$ cat config.mk
export PLATFORM = sky130hd
export DESIGN_NAME = code_loader
export DESIGN_NICKNAME = d
export VERILOG_FILES = /design/src/rtl/code_loader_pkg.sv /design/src/rtl/code_loader.sv
export SDC_FILE = /design/constraint.sdc
export NUM_CORES = 1
export LEC_CHECK = 0
export ABC_AREA = 1
export BUFFER_PORTS_ARGS = -buffer_cell sky130_fd_sc_hd__buf_2
export CAP_MARGIN = 20
export CORE_ASPECT_RATIO = 1.75
export CORE_MARGIN = 2
export CORE_UTILIZATION = 25
export DETAILED_ROUTE_END_ITERATION = 8
export SYNTH_ARGS = -nofsm -noshare
export SYNTH_HDL_FRONTEND = slang
export SYNTH_SLANG_ARGS = --single-unit
export TNS_END_PERCENT = 10
$ cat constraint.sdc
create_clock -name clk -period 2 [get_ports clk]
set_input_delay 0.4 -clock clk [delete_from_list [all_inputs] [get_ports clk]]
set_output_delay 0.4 -clock clk [all_outputs]
set_load 0.01 [all_outputs]
$ cat src/rtl/code_loader_pkg.sv
// Shared definitions for the code loader and the CPU fetch side.
package code_loader_pkg;

    localparam int unsigned CODE_WIDTH_DEF = 13;

    // Instruction the CPU substitutes while held in reset.
    localparam logic [15:0] NOP_INSTR = 16'd19456;

    typedef enum logic [2:0] {
        ST_LEN_LO,
        ST_LEN_HI,
        ST_DATA_LO,
        ST_DATA_HI,
        ST_CHK,
        ST_DONE,
        ST_ERR
    } state_t;

endpackage

$ cat src/rtl/code_loader.sv
// Byte-stream code image loader: writes little-endian words to code memory from address 0.
// Optional trailing XOR checksum byte enabled by CODE_LOADER_CHECKSUM_EN.
module code_loader
    import code_loader_pkg::*;
#(
    parameter int unsigned CODE_WIDTH = CODE_WIDTH_DEF
) (
    input  logic                  clk,
    input  logic                  reset,
    input  logic                  in_valid,
    input  logic [7:0]            in_data,
    output logic                  in_ready,
    input  logic                  reload,
    output logic                  code_we,
    output logic [CODE_WIDTH-1:0] code_waddr,
    output logic [15:0]           code_wdata,
    output logic                  cpu_reset,
    output logic                  done,
    output logic                  err
);

    localparam logic [16:0] MAX_WORDS = 17'(1) << CODE_WIDTH;

`ifdef CODE_LOADER_CHECKSUM_EN
    localparam state_t ST_AFTER_DATA = ST_CHK;
`else
    localparam state_t ST_AFTER_DATA = ST_DONE;
`endif

    state_t                r_state;
    state_t                w_state_nx;
    logic [7:0]            r_len_lo;
    logic [7:0]            r_lo;
    logic [15:0]           r_remain;
    logic [CODE_WIDTH-1:0] r_widx;
`ifdef CODE_LOADER_CHECKSUM_EN
    logic [7:0]            r_csum;
`endif

    logic                  r_in_ready, r_we, r_cpu_reset, r_done, r_err;
    logic [CODE_WIDTH-1:0] r_waddr;
    logic [15:0]           r_wdata;

    logic                  w_in_ready_nx, w_we_nx, w_cpu_reset_nx, w_done_nx, w_err_nx;
    logic [CODE_WIDTH-1:0] w_waddr_nx;
    logic [15:0]           w_wdata_nx;

    logic                  w_accept;
    logic                  w_restart;
    logic [15:0]           w_len;

    assign w_accept  = in_valid && r_in_ready;
    assign w_restart = reload && ((r_state == ST_DONE) || (r_state == ST_ERR));
    assign w_len     = {in_data, r_len_lo};

    // State register and registered outputs
    always_ff @(posedge clk) begin
        if (reset) begin
            r_state     <= ST_LEN_LO;
            r_in_ready  <= 1'b1;
            r_we        <= 1'b0;
            r_waddr     <= '0;
            r_wdata     <= '0;
            r_cpu_reset <= 1'b1;
            r_done      <= 1'b0;
            r_err       <= 1'b0;
        end else begin
            r_state     <= w_state_nx;
            r_in_ready  <= w_in_ready_nx;
            r_we        <= w_we_nx;
            r_waddr     <= w_waddr_nx;
            r_wdata     <= w_wdata_nx;
            r_cpu_reset <= w_cpu_reset_nx;
            r_done      <= w_done_nx;
            r_err       <= w_err_nx;
        end
    end

    // Next state and next output values
    always_comb begin
        w_state_nx = r_state;
        w_we_nx    = 1'b0;
        w_waddr_nx = r_waddr;
        w_wdata_nx = r_wdata;
        case (r_state)
            ST_LEN_LO: if (w_accept) w_state_nx = ST_LEN_HI;
            ST_LEN_HI: begin
                if (w_accept) begin
                    if (w_len == 16'd0)
                        w_state_nx = ST_AFTER_DATA;
                    else if ({1'b0, w_len} > MAX_WORDS)
                        w_state_nx = ST_ERR;
                    else
                        w_state_nx = ST_DATA_LO;
                end
            end
            ST_DATA_LO: if (w_accept) w_state_nx = ST_DATA_HI;
            ST_DATA_HI: begin
                if (w_accept) begin
                    w_we_nx    = 1'b1;
                    w_waddr_nx = r_widx;
                    w_wdata_nx = {in_data, r_lo};
                    w_state_nx = (r_remain == 16'd1) ? ST_AFTER_DATA : ST_DATA_LO;
                end
            end
            ST_CHK: begin
`ifdef CODE_LOADER_CHECKSUM_EN
                if (w_accept) w_state_nx = (in_data == r_csum) ? ST_DONE : ST_ERR;
`else
                w_state_nx = ST_ERR;
`endif
            end
            ST_DONE, ST_ERR: if (reload) w_state_nx = ST_LEN_LO;
            default: w_state_nx = ST_LEN_LO;
        endcase
        w_in_ready_nx  = (w_state_nx != ST_DONE) && (w_state_nx != ST_ERR);
        // CPU released one cycle after DONE is entered, so the last write lands first
        w_done_nx      = (r_state == ST_DONE) && (w_state_nx == ST_DONE);
        w_cpu_reset_nx = !w_done_nx;
        w_err_nx       = (w_state_nx == ST_ERR);
    end

    // Byte assembly, word counting and checksum
    always_ff @(posedge clk) begin
        if (reset || w_restart) begin
            r_len_lo <= '0;
            r_lo     <= '0;
            r_remain <= '0;
            r_widx   <= '0;
`ifdef CODE_LOADER_CHECKSUM_EN
            r_csum   <= '0;
`endif
        end else if (w_accept) begin
            case (r_state)
                ST_LEN_LO: r_len_lo <= in_data;
                ST_LEN_HI: r_remain <= w_len;
                ST_DATA_LO: begin
                    r_lo <= in_data;
`ifdef CODE_LOADER_CHECKSUM_EN
                    r_csum <= r_csum ^ in_data;
`endif
                end
                ST_DATA_HI: begin
                    r_remain <= r_remain - 16'd1;
                    r_widx   <= r_widx + CODE_WIDTH'(1);
`ifdef CODE_LOADER_CHECKSUM_EN
                    r_csum   <= r_csum ^ in_data;
`endif
                end
                default: ;
            endcase
        end
    end

    assign in_ready   = r_in_ready;
    assign code_we    = r_we;
    assign code_waddr = r_waddr;
    assign code_wdata = r_wdata;
    assign cpu_reset  = r_cpu_reset;
    assign done       = r_done;
    assign err        = r_err;

endmodule

# --- Word level (Yosys, flattened, before mapping) ---
# Cells that the tools add are included.
classes:
  magnitude_cmp: 1
  bitwise: 1
  mux: 11
  addsub: 2
  reduce_logical: 16
  eq_ne: 11
ops:
  columns: ["op", "n"]
  rows:
  - ["16-bit one-hot mux with 2 select lines", 1]
  - ["3-bit two-way mux", 8]
  - ["3-bit one-hot mux with 6 select lines", 1]
  - ["16-bit by 1-bit == test with 1-bit output, second input constant", 1]
  - ["16-bit by 14-bit > comparator with 1-bit output, second input constant", 1]
  - ["16-bit logical NOT", 1]
  - ["16-bit by 1-bit subtractor with 16-bit output, second input constant", 1]
  - ["3-bit == test, second input constant", 5]
  - ["13-bit by 1-bit adder with 13-bit output, second input constant", 1]
  - ["2-bit AND reduction", 4]
  - ["3-bit by 2-bit == test with 1-bit output, second input constant", 2]
  - ["3-bit inequality test, second input constant", 2]
  - ["1-bit logical AND", 4]
  - ["2-bit OR reduction", 2]
  - ["3-bit by 1-bit == test with 1-bit output, second input constant", 1]
  - ["3-bit logical NOT", 1]
  - ["1-bit logical OR", 2]
  - ["2-bit nonzero test", 1]
  - ["1-bit logical NOT", 1]
  - ["1-bit two-way mux", 1]
  - ["1-bit NOT", 1]
word_totals:
  output_inout_bits: 34
  inputBits: 12
  register_bits: 82

# --- Logic depth before layout (Yosys ltp) ---
depth:
  ltp_word: 8
  ltp_mapped: 12
  ltp_nobuf: 11

# --- Worst setup path after synthesis ---
# No wires, ideal clock.
synth_timing:
  path_kind: "input port to flip-flop"
  from: "input port in_valid"
  to: "register r_widx[0]"
  path_buffers: 2
  setup_slack_ps: 574
  arrival_time_ps: 1305
  stages: 8
  required_time_ps: 1879
  cell_sequence: "nand2_1 inv_1 nand2_2 inv_2 buf_4 buf_4 o21ai_0 a21oi_1"
synth_between:
  elab_chain_cells: 2
synth_rtl:
  columns: ["item", "line_no", "source"]
  rows:
  - ["start, declared", "code_loader.sv:10", "input logic in_valid,"]
  - ["1-bit logical AND", "code_loader.sv:52", "assign w_accept = in_valid && r_in_ready;"]
  - ["2-bit AND reduction (no source line)", null, null]
  - ["end signal, assigned", "code_loader.sv:145", "r_widx <= r_widx + CODE_WIDTH'(1);"]
  - ["end, declared", "code_loader.sv:35", "logic [CODE_WIDTH-1:0] r_widx;"]
# No other way between the ends.
# A chain may end at the register's enable or synchronous reset.

# --- Worst setup path after layout ---
layout_timing:
  from: "register r_state[1]"
  to: "register r_remain[15]"
layout_between:
  elab_chain_cells: 4
  word_cells_on_any_way: 10
  cone_classes: "eq/ne: 4; mux: 1; reduce/logical: 5"
layout_rtl:
  columns: ["item", "line_no", "source"]
  rows:
  - ["start, declared", "code_loader.sv:30", "state_t r_state;"]
  - ["start signal, assigned", "code_loader.sv:68", "r_state <= w_state_nx;"]
  - ["3-bit == test", "code_loader.sv:53", "assign w_restart = reload && ((r_state == ST_DONE) || (r_state == ST_ERR));"]
  - ["1-bit logical OR", "code_loader.sv:53", null]
  - ["1-bit logical AND", "code_loader.sv:53", null]
  - ["1-bit logical OR", "code_loader.sv:125", "if (reset || w_restart) begin"]
  - ["end signal, assigned", "code_loader.sv:136", "ST_LEN_HI: r_remain <= w_len;"]
  - ["end signal, assigned", "code_loader.sv:144", "r_remain <= r_remain - 16'd1;"]
  - ["end, declared", "code_loader.sv:34", "logic [15:0] r_remain;"]
# Several ways; a longest one is shown, not always the timed one.

==> summary.txt <==
commonest non-fill, non-tap cells in the layout - nand2_1 (106), nor2_1 (84), dfxtp_1 (82)
hold buffers post-CTS - 0
max frequency - 585 MHz
met2 Track Usage GR - 26.3%
CTS root buf - clkbuf_16
Initial Utilization - 25.6%
Reg2Reg Depth - 8
TNS Setup - 0 ps
Max Buffers Root-to-Sink - 2
final worst path period share - 85.5%
most used cell, CP - nor2_1
stages on the worst setup path - 8
ys flop type - dfxtp_1
count of final setup violators - 0
met1 usage - 15.2%
worst reg2reg setup slack - 290 ps
Placed Cells - 745
CTS Buf Count - 9
min Tclk post-route - 1710 ps
GPL Wtd Cong - 0.894
TritonRoute pass-1 iters - 4
post-synthesis cell type count - 30
Clock Latency Late Sink - 340 ps
post-synthesis mux area share - 0%
top-area cell type share of the netlist area - 44.4%
routed wire length - 10.8 mm
chip height - 165 um
vias post-DR - 3526
fin nets - 591
Placed Area - 4140 sq um
Num Clock Sinks - 82
Area growth syn-to-layout - 19.2%
Simple-Gate Fraction of Synth Area - 26.8%
P per Cell Area - 864 nW/um^2
Post-CTS Resized - 0
largest area contributor in the netlist - dfxtp_1
mapped cell area - 3700 sq um
Worst setup SP type - register
TritonCTS clock tree - built
VDD IR max - 412 uV
adder-cell share of the synthesized area - 1.01%
grt total ovfl - 0
core footprint - 14400 sq um
XOR/XNOR Fraction of Synth Area - 1.42%
Max Slew Vio Count - 0
Die W - 95.9 um
crit-path max cell delay - 460 ps
Slowest cell on crit path - dfxtp_1
largest net degree at the start of global routing - 49
first-pass GRT wire length - 17.3 mm
HP Class - in2reg
total power - 0.00381 W
die area - 15800 sq um
vias in the first global route - 3445
# rows - 58
crit path DAT - 1940 ps
Top Ports - 46
Synth area leaders - dfxtp_1 (44%), nand2_1 (11%), o21ai_0 (8.9%)
initial antenna violation count - 0
Worst-path clk slew - 60 ps
Final ANT Viol Nets - 0
post-CTS setup buffer count - 0
#FFs+latches synth - 82
delay-heaviest family, CP - simple AND/OR/NAND/NOR gates
syn_area_per_cell - 6.98 sq um
vias per cell - 4.63
RSZ-0062 raised after global routing - false
largest family of logic cells by synthesized area - simple AND/OR/NAND/NOR gates
# DRC - 0
WS Path Type - reg2reg
Post-Synthesis Cells - 530
layout cells sized above 1 - 14.8%
met3 Use GR - 2.55%
Buf/Inv on CP - 1
pin slew with the least headroom to its limit - 556 ps
Crit Path Max Fanout - 19
drt initial violations - 137
Syn Nets - 545
CP required - 2230 ps
number of synthesized flops with an enable pin - 0
async set-reset flop share out of synthesis - 0%
max-cap viol count - 0
GRT busiest layer - met2
Leak Pwr - 1.86 nW
Clock Skew - 6.99 ps
commonest non-fill, non-tap cell in the layout - nand2_1
routed wire length per instance - 14.2 um
Yosys warning total - 0
Hold Fails Final Rpt - 0
compound-cell area share of the yosys netlist - 18.6%
H-tree depth - 3
CP endpoint kind - register
fillers - 1556
status - completed
number of antenna diodes - 0
Hold Path Cell Cnt - 2
post-synthesis sequential area ratio - 44.4%
post-route cell area - 4410 sq um
crit path cell chain - nand2_2 -> nor2_2 -> buf_4 -> nand3_2 -> nor2_1 -> nand3_1 -> a21oi_1 -> nor2_1
max_slew headroom - 62.6%
# port buffers - 45
Finished Layout Cells - 761
dpl hpwl - 7.92 mm
Total GRT Usage - 14.4%
Yosys cell counts (3+ instances only):
master    instances
nand2_1         106
nor2_1           84
dfxtp_1          82
o21ai_0          66
a21oi_1          63
inv_1            42
nand3_1          19
nor3_1           11
buf_2            10
clkbuf_1          6
buf_4             5
xor2_1            5
nand4_1           4
ha_1              3
nand3_2           3
path summary, 6_finish.rpt:
check | start | to
hold reg to reg | r_widx[10]$_SDFFE_PP0P_ | r_widx[10]$_SDFFE_PP0P_
setup / recovery | r_state[1]$_SDFF_PP0_ | r_remain[15]$_SDFFE_PP0P_
setup reg to reg | r_state[1]$_SDFF_PP0_ | r_remain[15]$_SDFFE_PP0P_
hold / removal | reset | err$_SDFF_PP0_
flip-flops by register name, indices dropped and copies added, names as in the netlist:
name        cells
r_len_lo        8
r_state         3
cpu_reset       1
r_lo            8
code_wdata     16
done            1
err             1
code_we         1
in_ready        1
r_remain       16
r_widx         13
code_waddr     13
layout make-up:
class                      count  area, sq um  area share, %
clock buffer                   9          225           5.11
clock inverter                 7         45.0           1.02
multi-input combinational    381         1770           40.2
timing repair buffer          58          335           7.61
inverter                      44          165           3.75
sequential                    82         1640           37.2
tap                          180          225           5.11
routing by layer:
metal	part of all wire (%)	vias to the layer above
li1	-	1824
met1	40	1608
met2	54	65
met3	2.8	29
met4	4.0	0
met5	0	-
through the flow:
stage / worst slack [ps] / utilization (%) / hold slack (ps)
after floorplan: 574 / - / 445
after global placement: 310 / 28.7 / 453
after detailed placement: 291 / 28.7 / 456
after CTS: 286 / 30.5 / 345
after global routing: 80.9 / 30.5 / 363
final: 290 / 30.5 / 364
power by group:
part	internal, W	leakage (nW)	switching [W]	total, W
combinational	0.000178	1.06	0.000354	0.000533
sequential	0.00171	0.664	0.0000593	0.00177
clock	0.000838	0.135	0.000670	0.00151
total	0.00273	1.86	0.00108	0.00381
cells by family (layout without fill, tap and decap cells):
group | after synthesis | after routing
flops | 82 | 82
xor+xnor | 6 | 6
simple gates | 237 | 237
buf+inv | 67 | 118
fa+ha+maj | 3 | 3
compound gates | 135 | 135
(Power assumes the default switching activity.)
